File: config.mk
export PLATFORM = sky130hd
export DESIGN_NAME = gpio_bank
export DESIGN_NICKNAME = d
export VERILOG_FILES = /design/src/rtl/gpio_bank.sv
export SDC_FILE = /design/constraint.sdc
export NUM_CORES = 1
export LEC_CHECK = 0
export ABC_AREA = 1
export BUFFER_PORTS_ARGS = -buffer_cell sky130_fd_sc_hd__buf_2
export CORE_ASPECT_RATIO = 0.75
export CORE_MARGIN = 1.5
export CORE_UTILIZATION = 35
export DETAILED_ROUTE_END_ITERATION = 10
export GPL_ROUTABILITY_DRIVEN = 0
export SETUP_SLACK_MARGIN = 0.05
export SYNTH_ARGS = -nofsm -noshare
export SYNTH_HDL_FRONTEND = slang
export SYNTH_SLANG_ARGS = --single-unit
File: constraint.sdc
create_clock -name clk -period 1 [get_ports clk]
set_input_delay 0.05 -clock clk [delete_from_list [all_inputs] [get_ports clk]]
set_output_delay 0.05 -clock clk [all_outputs]
set_load 0.01 [all_outputs]
File: src/rtl/gpio_bank.sv
// GPIO bank: OUT/DIR drive registers, synchronised pad inputs,
// sticky edge events with a maskable level interrupt.
module gpio_bank #(
   parameter int               WIDTH       = 8,
   parameter int               SYNC_STAGES = 2,
   parameter logic [WIDTH-1:0] DIR_RESET   = '0
) (
   input  logic             clk,
   input  logic             resetq,
   input  logic             io_wr,
   input  logic             io_rd,
   input  logic [3:0]       addr,
   input  logic [15:0]      wd,
   output logic [15:0]      rd,
   input  logic [WIDTH-1:0] pin_in,
   output logic [WIDTH-1:0] pin_out,
   output logic [WIDTH-1:0] pin_oe,
   output logic             irq
);

   localparam logic [3:0] A_OUT = 4'd0;
   localparam logic [3:0] A_DIR = 4'd1;
   localparam logic [3:0] A_SET = 4'd2;
   localparam logic [3:0] A_CLR = 4'd3;
   localparam logic [3:0] A_TGL = 4'd4;
   localparam logic [3:0] A_IN  = 4'd5;
   localparam logic [3:0] A_REN = 4'd6;
   localparam logic [3:0] A_FEN = 4'd7;
   localparam logic [3:0] A_EVT = 4'd8;
   localparam logic [3:0] A_IEN = 4'd9;

   logic [WIDTH-1:0] r_out;
   logic [WIDTH-1:0] r_dir;
   logic [WIDTH-1:0] r_ren;
   logic [WIDTH-1:0] r_fen;
   logic [WIDTH-1:0] r_evt;
   logic [WIDTH-1:0] r_ien;
   logic [WIDTH-1:0] r_prev;
   logic [WIDTH-1:0] r_sync [SYNC_STAGES];

   logic [WIDTH-1:0] w_wd;
   logic [WIDTH-1:0] w_in;
   logic [WIDTH-1:0] w_rise;
   logic [WIDTH-1:0] w_fall;
   logic [WIDTH-1:0] w_evt_set;
   logic [WIDTH-1:0] w_evt_clr;
   logic [WIDTH-1:0] w_rdv;
   logic             w_unused;

   // io_rd is informational; upper wd bits are ignored for narrow banks
   assign w_unused  = ^{io_rd, wd};

   assign w_wd      = wd[WIDTH-1:0];
   assign w_in      = r_sync[SYNC_STAGES-1];
   assign w_rise    = w_in & ~r_prev;
   assign w_fall    = ~w_in & r_prev;
   assign w_evt_set = (w_rise & r_ren) | (w_fall & r_fen);
   assign w_evt_clr = (io_wr && addr == A_EVT) ? w_wd : '0;

   always_ff @(posedge clk or negedge resetq) begin
      if (!resetq) begin
         for (int i = 0; i < SYNC_STAGES; i++) r_sync[i] <= '0;
         r_prev <= '0;
      end else begin
         r_sync[0] <= pin_in;
         for (int i = 1; i < SYNC_STAGES; i++) r_sync[i] <= r_sync[i-1];
         r_prev <= w_in;
      end
   end

   always_ff @(posedge clk or negedge resetq) begin
      if (!resetq) begin
         r_out <= '0;
         r_dir <= DIR_RESET;
         r_ren <= '0;
         r_fen <= '0;
         r_ien <= '0;
      end else if (io_wr) begin
         case (addr)
            A_OUT:   r_out <= w_wd;
            A_DIR:   r_dir <= w_wd;
            A_SET:   r_out <= r_out | w_wd;
            A_CLR:   r_out <= r_out & ~w_wd;
            A_TGL:   r_out <= r_out ^ w_wd;
            A_REN:   r_ren <= w_wd;
            A_FEN:   r_fen <= w_wd;
            A_IEN:   r_ien <= w_wd;
            default: ;
         endcase
      end
   end

   // set after clear so a same-cycle event survives its clear
   always_ff @(posedge clk or negedge resetq) begin
      if (!resetq) r_evt <= '0;
      else         r_evt <= (r_evt & ~w_evt_clr) | w_evt_set;
   end

   always_comb begin
      w_rdv = '0;
      case (addr)
         A_OUT:   w_rdv = r_out;
         A_DIR:   w_rdv = r_dir;
         A_IN:    w_rdv = w_in;
         A_REN:   w_rdv = r_ren;
         A_FEN:   w_rdv = r_fen;
         A_EVT:   w_rdv = r_evt;
         A_IEN:   w_rdv = r_ien;
         default: w_rdv = '0;
      endcase
      rd = '0;
      rd[WIDTH-1:0] = w_rdv;
   end

   assign pin_out = r_out;
   assign pin_oe  = r_dir;
   assign irq     = |(r_evt & r_ien);

endmodule

==> reports/metrics.cfg <==
[detailed_routing]
wl_per_cell_um=15.12
first_pass_iters=5
detail_route.vias_per_cell=4.883
vias=3726
post-route-drc-count=0
ant_nets=0
routed_wl_um=11540
drt_iter0_markers=268

[synthesis]
ys_top_cells_by_area=dfrtp_1, nand2_1, inv_1
synth_top_area_cell=dfrtp_1
synth_edf_count=0
yosysWarningCount=0
syn_area_um2=3754
ys_ff_latch=72
synth_most_common_cell=nand2_1
synth_area_per_cell_um2=8.107
synthArstFlopShare_pct=100.0
yosysUniqueCellTypes=27
ys.flop_type=dfrtp_1
yosys-top-cells-count=nand2_1, dfrtp_1, inv_1
synth_top_cell_area_share_pct=48.00
syn-instance-count=463
ys_seq_area_share_pct=48.00

[setup_path]
critPathSlowestCell=dfrtp_1
path_class=flip-flop to primary output
crit_chain=inv_2 > o22ai_2 > a21oi_1 > nand3_1 > buf_2
worstPathRequired_ns=0.95
start_kind=flip-flop
r2r_setup_slack_ns=-0.21
critPathMaxFanout=2
critPathCaptureType=primary output
critPathMaxStageDelay_ns=0.41
crit_arrival_ns=1.30
timing.rr.end=pin_out[1]
critPathCapture=irq
r2r-start=pin_out[1]
r2r_cells=7
crit_path_start=r_ien[6]

[clocking]
cts_made_buffers=9
root_buffer=clkbuf_16
cts_num_sinks=72
htreeDepth=3
cts_tree=built
clkSlewWorstSetupHoldPaths_ns=0.06
clock_latency_ns=0.33
clk_path_buf_depth=2

[sta]
fin_crit_ns=1.352
fmax_ghz=0.7398
fin_ws_ns=-0.3518
fin_skew_ns=0.002679
rsz0062_at_grt=yes
fin_crit_sh_pct=135.2
slew_violations=0
hold_viol=0
hold_slack_ns=0.01448
finalSetupViolCount=31

[hold_path]
min_path_type=primary input to flip-flop

[layout]
diodes=0
nFillCells=881
syn_to_final_growth_pct=59.00
regArea_um2=1802
drive_gt1_share_pct=43.86
multiInputGateArea_um2=2021
fin_cells=763
final_nets=670

[placed_design]
dp.cells=695
io_buffers=47
hpwl_um=7699
preCtsSetupSlack_ns=-0.3805

[power_and_ir_drop]
seqPwrFrac_pct=36.4
clock_power_share_pct=32.5
ir_worst_vdd_mv=1.289
power-per-cell-area_nw_per_um2=1722
p_int_mw=7.231
switching_share_pct=29.66
p_comb_share_pct=31.1
p_leak_nw=2.860
p_switching_mw=3.049

[global_routing]
busiest_layer=met2
first_global_vias=3747
grt_pass1_wl_um=18710
globalRouteMet2Util_pct=33.85
antenna_found_initial=0
grt_usage_pct=21.51
overflow=0
grtUsageMet3_pct=4.680
use_met1_pct=29.98
grt_max_degree=41

[floorplanning]
start_util_pct=36.20
die_y_um=92.69
die_w_um=122.6
core_area_um2=10370
die_area_um2=11360
core.rowCount=32
pin_count=65

[outcome]
status=finished with violations
violations=setup timing

[run]
drv_cap=0

[per-layer routing]
layer,part of all wire [%],vias up
met5,0,-
met4,1.7,0
met3,5.8,18
met2,46,131
met1,47,1775
li1,-,1802
[worst max-delay path, delay by kind of cell (launching register included)]
kind	cells	cell delay [ns]
AOI/OAI and AO/OA	2	0.19
buffers and inverters	2	0.25
DFF	1	0.41
and+or+nand+nor	1	0.12
[cell type report]
class	instances	area share [%]
multi-input combinational	321	33.86
sequential	72	30.19
timing repair buffer	158	23.79
clock buffer	12	4.465
inverter	60	3.983
tap	136	2.851
clock inverter	4	0.8595
[sequential cells by signal (all words and copies together) (netlist names)]
signal and flops:
pin_oe 8, pin_out 8, r_prev 8, r_sync 8, r_fen 8, w_in 8
r_ren 8, r_ien 8, r_evt 8
[worst min-delay path by stage]
stage / startpoint / to / slack [ns] / cells after the start
global placement: resetq / r_prev[0] / -0.11 / 1
CTS: wd[4] / r_ien[4] / 0.003 / 3
floorplan: resetq / pin_oe[0] / -0.25 / 0
detailed placement: resetq / r_prev[0] / -0.11 / 1
finish: wd[4] / r_ien[4] / 0.01 / 3
global route: wd[4] / r_ien[4] / 0.009 / 3
[placed cells by master (no fill, tap or decap), types with 2 or more instances in the layout]
| cell type | Yosys | routed |
|---|---|---|
| nor3_2 | 0 | 2 |
| inv_1 | 55 | 32 |
| nand3_2 | 0 | 17 |
| buf_2 | 3 | 31 |
| nand4_1 | 8 | 8 |
| o21ai_1 | 14 | 18 |
| nand2_2 | 9 | 11 |
| inv_2 | 5 | 27 |
| o21ai_2 | 8 | 16 |
| dfrtp_1 | 72 | 72 |
| a31oi_1 | 5 | 3 |
| dlygate4sd3_1 | 0 | 12 |
| clkbuf_8 | 0 | 3 |
| nand3_1 | 36 | 19 |
| nor2_4 | 5 | 10 |
| buf_4 | 10 | 53 |
| buf_12 | 0 | 6 |
| ha_1 | 16 | 2 |
| nor3_1 | 10 | 8 |
| nand2_4 | 1 | 2 |
| ha_2 | 0 | 3 |
| ha_4 | 0 | 11 |
| buf_6 | 2 | 55 |
| conb_1 | 1 | 8 |
| o21ai_0 | 28 | 16 |
| nor2_1 | 51 | 42 |
| clkbuf_16 | 0 | 9 |
| nor2_2 | 1 | 5 |
| o31ai_2 | 0 | 2 |
| nand2_1 | 112 | 108 |
[power groups by stage]
stage / Clock [mW] / Sequential, mW / Combinational [mW]
2_1_floorplan: 0 / 3.74 / 0.919
3_3_place_gp: 0 / 3.73 / 1.82
3_5_place_dp: 0 / 3.74 / 1.87
4_1_cts: 3.40 / 3.70 / 2.88
5_1_grt: 3.52 / 3.78 / 3.51
6_report: 3.35 / 3.74 / 3.20
[per-stage QoR]
stage                     cell area (µm²)  power (mW)  setup TNS (ns)  utilization, %
after floorplan                      3817       4.660         -0.8013               -
after global placement               4617       5.543          -8.164           44.52
after detailed placement             4617       5.610          -8.810           44.52
after CTS                            5684       9.975          -5.562           54.81
after global routing                 5968       10.82          -7.385           57.55
final                                5968       10.28          -5.811           57.55
[logic make-up after synthesis]
group                    after synthesis  share of synthesized area (%)
buffers and inverters                 77                          9.200
AND/OR/NAND/NOR                      235                          27.87
other                                  1                        0.09990
adder cells (fa/ha/maj)               16                          5.333
AO/OA/AOI/OAI                         62                          9.500
flip-flops                            72                          48.00
[what timing repair did]
action,4_1_cts,5_1_grt
resized for setup,99,75
pin swaps,47,40
setup endpoints to repair,31,49
setup buffers,33,24
endpoints found under the hold margin,83,0
hold buffers,12,0
Power figures use the tool's default switching activity.
